`src/rtl/data_mem_bank_arbiter.sv`:
```
// Word-interleaved round-robin arbiter between OBI requesters and scratchpad banks.
// Grants one requester per bank per cycle and routes each bank's one-cycle response back to its owner.
module data_mem_bank_arbiter #(
  parameter int NUM_MASTERS        = 4,
  parameter int DATA_MEM_NUM_BANKS = 4,
  parameter int ADDR_WIDTH         = 32,
  parameter int DATA_WIDTH         = 32
) (
  input  logic                                                clk_i,
  input  logic                                                rst_ni,
  input  logic [NUM_MASTERS-1:0]                              mst_req_i,
  output logic [NUM_MASTERS-1:0]                              mst_gnt_o,
  input  logic [NUM_MASTERS-1:0][ADDR_WIDTH-1:0]              mst_addr_i,
  input  logic [NUM_MASTERS-1:0]                              mst_we_i,
  input  logic [NUM_MASTERS-1:0][DATA_WIDTH/8-1:0]            mst_be_i,
  input  logic [NUM_MASTERS-1:0][DATA_WIDTH-1:0]              mst_wdata_i,
  output logic [NUM_MASTERS-1:0]                              mst_rvalid_o,
  output logic [NUM_MASTERS-1:0][DATA_WIDTH-1:0]              mst_rdata_o,
  output logic [DATA_MEM_NUM_BANKS-1:0]                       bank_req_o,
  input  logic [DATA_MEM_NUM_BANKS-1:0]                       bank_gnt_i,
  output logic [DATA_MEM_NUM_BANKS-1:0][ADDR_WIDTH-1:0]       bank_addr_o,
  output logic [DATA_MEM_NUM_BANKS-1:0]                       bank_we_o,
  output logic [DATA_MEM_NUM_BANKS-1:0][DATA_WIDTH/8-1:0]     bank_be_o,
  output logic [DATA_MEM_NUM_BANKS-1:0][DATA_WIDTH-1:0]       bank_wdata_o,
  input  logic [DATA_MEM_NUM_BANKS-1:0]                       bank_rvalid_i,
  input  logic [DATA_MEM_NUM_BANKS-1:0][DATA_WIDTH-1:0]       bank_rdata_i
);
  // OBI handshake: a transfer happens on a bank in any cycle where bank_req_o & bank_gnt_i;
  // the requester's gnt mirrors that, and its rvalid arrives exactly one cycle later.
  localparam int MW = $clog2(NUM_MASTERS);
  localparam int BW = $clog2(DATA_MEM_NUM_BANKS);

  logic [NUM_MASTERS-1:0][BW-1:0]        tgt;
  logic [DATA_MEM_NUM_BANKS-1:0][MW-1:0] rr_ptr;
  logic [DATA_MEM_NUM_BANKS-1:0][MW-1:0] win;
  logic [DATA_MEM_NUM_BANKS-1:0][MW-1:0] own_id;
  logic [DATA_MEM_NUM_BANKS-1:0]         found;
  logic [DATA_MEM_NUM_BANKS-1:0]         own_vld;
  logic [DATA_MEM_NUM_BANKS-1:0]         hs;

  always_comb begin : decode
    for (int m = 0; m < NUM_MASTERS; m++) begin
      tgt[m] = mst_addr_i[m][2 +: BW];
    end
  end

  always_comb begin : arbitrate
    int                     idx;
    logic [NUM_MASTERS-1:0] hit;
    idx          = 0;
    hit          = '0;
    found        = '0;
    win          = '0;
    bank_req_o   = '0;
    bank_addr_o  = '0;
    bank_we_o    = '0;
    bank_be_o    = '0;
    bank_wdata_o = '0;
    for (int b = 0; b < DATA_MEM_NUM_BANKS; b++) begin
      for (int m = 0; m < NUM_MASTERS; m++) begin
        hit[m] = mst_req_i[m] && (tgt[m] == BW'(b));
      end
      // Search upward from the round-robin pointer, wrapping at NUM_MASTERS.
      for (int k = 0; k < NUM_MASTERS; k++) begin
        idx = int'(rr_ptr[b]) + k;
        if (idx >= NUM_MASTERS) idx = idx - NUM_MASTERS;
        if (!found[b] && hit[idx]) begin
          found[b] = 1'b1;
          win[b]   = MW'(idx);
        end
      end
      bank_req_o[b] = found[b];
      if (found[b]) begin
        bank_we_o[b]    = mst_we_i[win[b]];
        bank_be_o[b]    = mst_be_i[win[b]];
        bank_wdata_o[b] = mst_wdata_i[win[b]];
        bank_addr_o[b]  = {{BW{1'b0}}, mst_addr_i[win[b]][ADDR_WIDTH-1:2+BW],
                           mst_addr_i[win[b]][1:0]};
      end
    end
    hs = found & bank_gnt_i;
  end

  always_comb begin : route
    mst_gnt_o    = '0;
    mst_rvalid_o = '0;
    mst_rdata_o  = '0;
    for (int m = 0; m < NUM_MASTERS; m++) begin
      mst_gnt_o[m] = hs[tgt[m]] && (win[tgt[m]] == MW'(m));
    end
    // A requester owns at most one bank per cycle, so at most one term matches.
    for (int b = 0; b < DATA_MEM_NUM_BANKS; b++) begin
      for (int m = 0; m < NUM_MASTERS; m++) begin
        if (bank_rvalid_i[b] && own_vld[b] && (own_id[b] == MW'(m))) begin
          mst_rvalid_o[m] = 1'b1;
          mst_rdata_o[m]  = bank_rdata_i[b];
        end
      end
    end
  end

  always_ff @(posedge clk_i) begin
    if (!rst_ni) begin
      rr_ptr  <= '0;
      own_vld <= '0;
      own_id  <= '0;
    end else begin
      for (int b = 0; b < DATA_MEM_NUM_BANKS; b++) begin
        own_vld[b] <= hs[b];
        if (hs[b]) begin
          own_id[b] <= win[b];
          rr_ptr[b] <= (win[b] == MW'(NUM_MASTERS - 1)) ? '0 : win[b] + MW'(1);
        end
      end
    end
  end

endmodule
```
`config.mk`:
```
export PLATFORM = sky130hd
export DESIGN_NAME = data_mem_bank_arbiter
export DESIGN_NICKNAME = d
export VERILOG_FILES = /design/src/rtl/data_mem_bank_arbiter.sv
export SDC_FILE = /design/constraint.sdc
export NUM_CORES = 1
export LEC_CHECK = 0
export CAP_MARGIN = 10
export CORE_AREA = 5 5 325 327
export DETAILED_ROUTE_END_ITERATION = 10
export DIE_AREA = 0 0 330 332
export PLACE_DENSITY_LB_ADDON = 0.08
export SLEW_MARGIN = 40
export SYNTH_ARGS = -nofsm -noshare
export SYNTH_HDL_FRONTEND = slang
export SYNTH_SLANG_ARGS = --single-unit
```
`constraint.sdc`:
```
create_clock -name clk_i -period 4.9 [get_ports clk_i]
set_input_delay 0.735 -clock clk_i [delete_from_list [all_inputs] [get_ports clk_i]]
set_output_delay 0.735 -clock clk_i [all_outputs]
set_load 0.01 [all_outputs]
```
Word level (Yosys, flattened, before mapping)

Cells that the tools add are included.

Add/sub/neg operators: 32
$lt $le $gt $ge: 40
Reductions and logical operators: 73
Bitwise gates (word level): 1
Equality and inequality tests: 31
Mux-type cells: 196

Operators by type and width:

| operator                                                     | count |
|---|---|
| two-way mux 32 bit                                           | 44 |
| binary-select mux 32 bit (select 2 bit)                      | 8 |
| less-than comparator 32 x 4 -> 1 bit (second input constant) | 16 |
| two-way mux 30 bit                                           | 4 |
| two-way mux 1 bit                                            | 76 |
| logical AND 1 bit                                            | 52 |
| binary-select mux 1 bit (select 2 bit)                       | 24 |
| two-way mux 2 bit                                            | 24 |
| subtractor 3 x 3 -> 4 bit (second input constant)            | 12 |
| equality test 2 bit (second input constant)                  | 22 |
| >= comparator 3 bit (second input constant)                  | 12 |
| binary-select mux 4 bit (select 2 bit)                       | 4 |
| two-way mux 4 bit                                            | 8 |
| adder 2 x 2 -> 3 bit (second input constant)                 | 8 |
| less-than comparator 2 x 3 -> 1 bit (second input constant)  | 8 |
| equality test 2 x 1 -> 1 bit (second input constant)         | 9 |
| zero test 2 bit                                              | 9 |
| binary-select mux 2 bit (select 2 bit)                       | 4 |
| subtractor 2 x 3 -> 4 bit (second input constant)            | 4 |
| adder 2 x 1 -> 3 bit (second input constant)                 | 4 |
| >= comparator 2 x 3 -> 1 bit (second input constant)         | 4 |
| zero test 1 bit                                              | 12 |
| adder 2 x 1 -> 2 bit (second input constant)                 | 4 |
| AND 4 bit                                                    | 1 |

Logic and storage cells: 382
Register bits: 20
Output and inout port bits: 416
Input port bits: 418

Longest topological paths before layout

Depth after elaboration: 19
Mapped depth: 10
Gate-level depth less buffers: 8

Worst setup path before layout

OpenSTA, ideal clock, no wires.

Kind: input to output
Start point: input port mst_addr_i[66] in the netlist's numbering
End point: output port bank_wdata_o[15] in the netlist's numbering
Stages on the path: 10
Data arrival time: 2.543 ns
Setup slack: 1.622 ns
Required time: 4.165 ns
Path through: buf_2 > or3b_1 > buf_2 > o221a_1 > o21a_1 > buf_6 > buf_6 > nand2_2 > o221ai_1 > a31oi_1

RTL lines:

| what               | RTL line | RTL |
|---|---|---|
| start: declaration | 13       | `input logic [NUM_MASTERS-1:0][ADDR_WIDTH-1:0] mst_addr_i,` |
| end: declaration   | 24       | `output logic [DATA_MEM_NUM_BANKS-1:0][DATA_WIDTH-1:0] bank_wdata_o,` |

==> impl_metrics.env <==
export IMPL_status="finished, final reports clean"
export IMPL_combPwrFrac=0.887
export IMPL_antenna_found_initial=52
export IMPL_fill_cells=11440
export IMPL_hold_slack_ns=0.5526
export IMPL_end_kind="output port"
export IMPL_hold_viol_final=0
export IMPL_fin_worst_skew_ns=0.0008368
export IMPL_via_count=20790
export IMPL_die_width_um=330
export IMPL_wl_per_cell_um=32.46
export IMPL_first_global_vias=20340
export IMPL_async_reset_ff_frac=0
export IMPL_maxCapViolCount=0
export IMPL_whs_path_depth=2
export IMPL_ant_nets=0
export IMPL_cts_tree="built"
export IMPL_seq_power_share=0.059
export IMPL_power_density_nw_per_um2=138.6
export IMPL_slew_headroom=0.4745
export IMPL_start_util=0.1192
export IMPL_nets=3056
export IMPL_viasPerCell=5.133
export IMPL_cp_max_fo=12
export IMPL_ir_worst_vdd_v=0.0001343
export IMPL_power_frac_clock=0.054
export IMPL_setup_violations=0
export IMPL_grt_use_total=0.2220
export IMPL_start_kind="input pin"
export IMPL_whs_endpoint="own_id[2]$_SDFFE_PN0P_"
export IMPL_register_area_um2=400.4
export IMPL_p_switching_mw=1.608
export IMPL_p_leak_nw=8.066
export IMPL_ys_ff_latch=20
export IMPL_rr_startpoint="rr_ptr[3]$_SDFFE_PN0P_"
export IMPL_reg2reg_depth=6
export IMPL_fp_dieH_um=332
export IMPL_syn_area_um2=12230
export IMPL_area_growth_syn_to_layout_pct=87.52
export IMPL_arrival_ns=4.00
export IMPL_synth_area_per_cell_um2=6.314
export IMPL_ios=834
export IMPL_timing_final_crit_share=0.9662
export IMPL_grt_start_max_net_pins=68
export IMPL_synthCells=1937
export IMPL_grt_pass1_wl_um=177700
export IMPL_synth_cell_types=61
export IMPL_drc_errors=0
export IMPL_setup_ws_ns=0.1655
export IMPL_hp_start="own_id[2]$_SDFFE_PN0P_"
export IMPL_die_area_um2=109600
export IMPL_seq_area_frac_synth=0.03274
export IMPL_rr_endpoint="rr_ptr[3]$_SDFFE_PN0P_"
export IMPL_routed_wl_um=131500
export IMPL_cts_sinks=20
export IMPL_switching_share=0.5058
export IMPL_tns_ns=0
export IMPL_slew_violations=0
export IMPL_gr_total_overflow=0
export IMPL_gp_congestion=0.9164
export IMPL_h_tree_depth=1
export IMPL_dp_slack_ns=-0.1011
export IMPL_path_clk_slew_ns=0.06
export IMPL_hpwl_um=99030
export IMPL_cts_buffers=3
export IMPL_rrSetupSlack_ns=2.89
export IMPL_postCtsSetupRepairBufs=0
export IMPL_first_iter_violations=2351
export IMPL_clockRootBuffer="clkbuf_16"
export IMPL_path_class="input pin to output port"
export IMPL_core_rowCount=118
export IMPL_portBuffers=825
export IMPL_insertion_delay_ns=0.25
export IMPL_clk_path_buf_depth=2
export IMPL_drtPass1Iterations=8
export IMPL_coreArea_um2=102600
export IMPL_max_freq_ghz=0.2112
export IMPL_multi_input_area_um2=11040
export IMPL_hold_class="register to register"
export IMPL_synth_edf_count=0
export IMPL_layout_drive_gt1_share=0.06108
export IMPL_min_period_ns=4.735
export IMPL_tightest_slew_ns=0.7883
export IMPL_required_ns=4.16
export IMPL_synth_main_ff_cell="dfxtp_1"
export IMPL_yosys_warnings=0
export IMPL_rsz0062_at_grt="no"
export IMPL_internal_power_mw=1.571
## critical path, stage by stage
cell and delay (ns):
clkdlybuf4s50_1 0.63, nor3b_1 0.36, a21oi_1 0.11, o211ai_1 0.19
buf_4 0.22, nand2b_2 0.18, buf_4 0.31, o221ai_1 0.16
a31oi_1 0.45, clkdlybuf4s50_1 0.65
## cell usage after synthesis, types with 4 or more instances
master | number | area share
dfxtp_1 | 20 | 0.033
a21oi_1 | 115 | 0.047
o21a_1 | 6 | 0.0037
nand2_1 | 393 | 0.12
and3_1 | 8 | 0.0041
mux2i_1 | 239 | 0.20
buf_4 | 13 | 0.0080
buf_1 | 6 | 0.0018
nor2b_1 | 6 | 0.0031
o21ai_0 | 270 | 0.11
buf_6 | 4 | 0.0037
or3b_1 | 4 | 0.0029
a31oi_1 | 69 | 0.035
a221o_1 | 97 | 0.079
a211oi_1 | 35 | 0.021
o221ai_1 | 68 | 0.049
nand3b_1 | 8 | 0.0049
nor3_1 | 8 | 0.0033
nor3b_1 | 10 | 0.0061
and2_1 | 8 | 0.0041
nand4b_1 | 5 | 0.0036
a222oi_1 | 67 | 0.055
o22ai_1 | 109 | 0.056
inv_1 | 8 | 0.0025
nand4_1 | 5 | 0.0026
a22oi_1 | 32 | 0.020
buf_2 | 46 | 0.019
nand3_1 | 6 | 0.0025
and3b_1 | 4 | 0.0029
nor2_1 | 56 | 0.017
clkbuf_1 | 174 | 0.053
## per-layer routing
| layer | vias to the layer above | global-route usage | routed length (µm) |
|---|---|---|---|
| met5 | - | 0 | 166 |
| met4 | 26 | 0.06394 | 3645 |
| met2 | 1255 | 0.3826 | 63550 |
| li1 | 9043 | - | - |
| met1 | 10320 | 0.2653 | 51250 |
| met3 | 150 | 0.06828 | 12840 |
## layout by cell type (no fill, tap or decap), types with 4 or more instances in the layout
cell type | netlist | final
or3b_1 | 4 | 4
and3b_1 | 4 | 4
a211oi_1 | 35 | 32
buf_12 | 0 | 42
nand4_1 | 5 | 5
o21ai_0 | 270 | 267
nor2_1 | 56 | 48
buf_4 | 13 | 69
nor2b_1 | 6 | 5
o21a_1 | 6 | 4
nor3_1 | 8 | 4
nand4b_1 | 5 | 5
o22ai_1 | 109 | 106
nor3_2 | 1 | 4
conb_1 | 1 | 8
a21oi_1 | 115 | 114
nor3b_1 | 10 | 7
nand2_1 | 393 | 390
a222oi_1 | 67 | 67
nand3_1 | 6 | 6
dfxtp_1 | 20 | 20
mux2i_1 | 239 | 239
and2_1 | 8 | 8
a31oi_1 | 69 | 69
nand3b_1 | 8 | 8
a221o_1 | 97 | 97
diode_2 | 0 | 34
a22oi_1 | 32 | 32
o221ai_1 | 68 | 68
nor2_4 | 0 | 5
inv_1 | 8 | 8
clkdlybuf4s50_1 | 0 | 821
and3_1 | 8 | 8
## power groups by stage
stage	Combinational (mW)	Sequential [mW]	Clock (mW)
2_1_floorplan	1.02	0.181	0
3_3_place_gp	2.82	0.191	0
3_5_place_dp	2.81	0.191	0
4_1_cts	2.83	0.188	0.177
5_1_grt	2.95	0.190	0.184
6_report	2.82	0.188	0.171
## per-stage QoR
stage / std cells / util / instance area [µm²] / power [mW]
floorplan: 1944 / - / 12260 / 1.205
global placement: 4013 / 0.2217 / 22750 / 3.008
detailed placement: 4013 / 0.2218 / 22760 / 2.997
CTS: 4016 / 0.2226 / 22840 / 3.195
global route: 4040 / 0.2233 / 22910 / 3.323
finish: 4050 / 0.2235 / 22930 / 3.179
## worst max path at each step
stage	startpoint	to	slack, ns	depth (start not counted)
5_1_grt	mst_addr_i[2]	bank_addr_o[99]	0.04	10
2_1_floorplan	mst_addr_i[66]	bank_wdata_o[15]	1.62	10
3_3_place_gp	mst_addr_i[66]	bank_addr_o[99]	-0.09	10
3_5_place_dp	mst_addr_i[66]	bank_addr_o[99]	-0.10	10
4_1_cts	mst_addr_i[2]	bank_wdata_o[1]	0.13	10
6_report	mst_addr_i[2]	bank_wdata_o[1]	0.17	10
## flip-flops by register name, indices dropped and copies added (netlist names)
| signal | cells |
|---|---|
| own_id | 8 |
| rr_ptr | 8 |
| own_vld | 4 |
## repair_timing
item	in CTS	in global routing
pin swaps	0	0
endpoints found under the hold margin	0	0
endpoints found under the setup margin	1	2
hold buffers	0	0
resized for setup	2	2
## layout make-up
class / count / share of cell area
multi-input cells: 1673 / 0.4814
well taps: 1380 / 0.07529
diodes: 34 / 0.003710
clock buffers: 3 / 0.003273
repair buffers: 932 / 0.4176
inverters: 8 / 0.001309
flip-flops and latches: 20 / 0.01746
## cells by family after synthesis
| group | synth area share |
|---|---|
| multiplexers | 0.1974 |
| buffers and inverters | 0.08818 |
| other | 0.0003066 |
| AO/OA/AOI/OAI | 0.4947 |
| AND/OR/NAND/NOR | 0.1859 |
| flip-flops | 0.03274 |
| XOR/XNOR | 0.0007162 |
Power figures use the tool's default switching activity.
==> edit (config.mk and constraints unchanged) <==
`NUM_MASTERS`: 4 -> 2.
--- a/src/rtl/data_mem_bank_arbiter.sv
+++ b/src/rtl/data_mem_bank_arbiter.sv
@@ -1,7 +1,7 @@
 // Word-interleaved round-robin arbiter between OBI requesters and scratchpad banks.
 // Grants one requester per bank per cycle and routes each bank's one-cycle response back to its owner.
 module data_mem_bank_arbiter #(
-  parameter int NUM_MASTERS        = 4,
+  parameter int NUM_MASTERS        = 2,
   parameter int DATA_MEM_NUM_BANKS = 4,
   parameter int ADDR_WIDTH         = 32,
   parameter int DATA_WIDTH         = 32
Interface: changed (8 resized); port bits go from 834 to 626. No check against the original RTL was run, so the function may have changed too.
==> edit against the unedited design <==
  * Via count fell by 44%
  * Worst hold slack got worse by 0.026 ns
  * Sequential cell count fell by 8
  * Area after synthesis fell by 48%
  * Power fell by 57%
  * Synthesized cell count fell by 32%
  * Non-clock buffer count fell by 266
  * Setup slack improved by 0.32 ns
  * First-iteration DRC count fell by 73%
  * Cell area fell by 37%
  * Wire length fell by 44%
==> edit: results (changes against the unedited design) <==
| Metric | Value |
|---|---|
| Status | `completed (unchanged)` |
| Clock Skew | `0.00198 ns (was 0.000837 ns)` |
| Post-cts repair resize count | `0 (was 2)` |
| Fillers | `11,900 (was 11,400)` |
| Arrival time at the worst endpoint | `3.68 ns (was 4.00 ns)` |
| Via Count | `11,700 (was 20,800)` |
| Reg-to-reg setup timing slack | `3.34 ns (was 2.89 ns)` |
| Placed Area | `14,300 µm² (was 22,800 µm²)` |
| Initial antenna violation count | `8 (was 52)` |
| Final worst slack | `0.488 ns (was 0.165 ns)` |
| Mux share of post-synthesis cell area | `0.177% (was 19.7%)` |
| First-pass GRT wire length | `101,000 µm (was 178,000 µm)` |
| Post-DP HPWL | `55,200 µm (was 99,000 µm)` |
| Top post-synthesis cells by area | `nand2_1 (36%), a21oi_1 (21%), o21ai_0 (10%), a221oi_1 (8.8%), clkbuf_1 (4.4%) (was mux2i_1 (20%), nand2_1 (12%), o21ai_0 (11%), a221o_1 (7.9%), o22ai_1 (5.6%))` |
| Leak pwr | `4.94 nW (was 8.07 nW)` |
| Hold Crit Endpoint | `own_id[0] (was own_id[2])` |
| Largest registers | `own_id x4, own_vld x4, rr_ptr x4 (was own_id x8, rr_ptr x8, own_vld x4)` |
| Post-synthesis compound-gate area fraction | `44.3% (was 49.5%)` |
| Yosys cell types | `47 (was 61)` |
| Setup slack at placement | `0.317 ns (was -0.101 ns)` |
| Clk slew on worst S/H paths | `0.04 ns (was 0.06 ns)` |
| Net Switching | `0.629 mW (was 1.61 mW)` |
| Final #Nets | `2,132 (was 3,056)` |
| CP Max Fanout | `68 (was 12)` |
| R2r endpoint | `rr_ptr[1] (was rr_ptr[3])` |
| Peak VDD IR | `89.0 µV (was 134 µV)` |
| Min Hold Slack | `0.527 ns (was 0.553 ns)` |
| Pre-Repair DR Iteration Count | `5 (was 8)` |
| Largest net degree at the start of global routing | `69 (was 68)` |
| Worst reg2reg path startpoint | `rr_ptr[1] (was rr_ptr[3])` |
| GR Util All Layers | `12.4% (was 22.2%)` |
-- edit: cell type report --
cell class / count / area (µm²) / share of cell area (%)
repair buffers: 666 / 6730 / 46.8
well taps: 1380 / 1730 / 12.0
diodes: 4 / 10.0 / 0.0696
multi-input cells: 1160 / 5550 / 38.6
flip-flops and latches: 12 / 240 / 1.67
inverters: 11 / 41.3 / 0.287
clock buffers: 3 / 75.1 / 0.522
-- edit: cells by family after synthesis --
family | Yosys count
AOI/OAI and AO/OA | 490
xor gates and xnor gates | 1
buffers and inverters | 150
DFF | 12
muxes | 1
other | 1
and+or+nand+nor | 660
-- edit: tightest hold or removal path, stage by stage, from the launching register on --
cell	delay, ns
dfxtp_1	0.33
o21ai_0	0.08
a21oi_1	0.06
-- edit: through the flow --
stage,cells,util (%)
CTS,3232,14.0
finish,3236,14.0
global placement,3229,13.9
detailed placement,3229,13.9
global route,3235,14.0
floorplan,1322,-
-- edit: worst max path at each step --
stage                        startpoint               end  depth (start not counted)
after floorplan           mst_addr_i[2]  bank_addr_o[105]                          7
after global routing       mst_req_i[0]  bank_wdata_o[51]                          7
final                      mst_req_i[0]  bank_wdata_o[51]                          7
after CTS                 mst_addr_i[3]  bank_wdata_o[51]                          7
after global placement     mst_req_i[0]  bank_wdata_o[51]                          7
after detailed placement   mst_req_i[0]  bank_wdata_o[51]                          7
-- edit: metal layers --
| layer | up-vias | global-route usage, % | wire [µm] |
|---|---|---|---|
| met5 | - | 0 | 31 |
| met4 | 6 | 1.21 | 614 |
| met3 | 34 | 4.92 | 7770 |
| met2 | 536 | 21.1 | 34500 |
| met1 | 5599 | 15.4 | 30300 |
| li1 | 5550 | - | - |
-- edit: power groups by stage --
stage	sequential [mW]	clock [mW]	combinational (mW)
4_1_cts	0.105	0.152	1.14
3_5_place_dp	0.106	0	1.13
5_1_grt	0.105	0.159	1.21
6_report	0.105	0.147	1.12
3_3_place_gp	0.107	0	1.14
2_1_floorplan	0.105	0	0.360
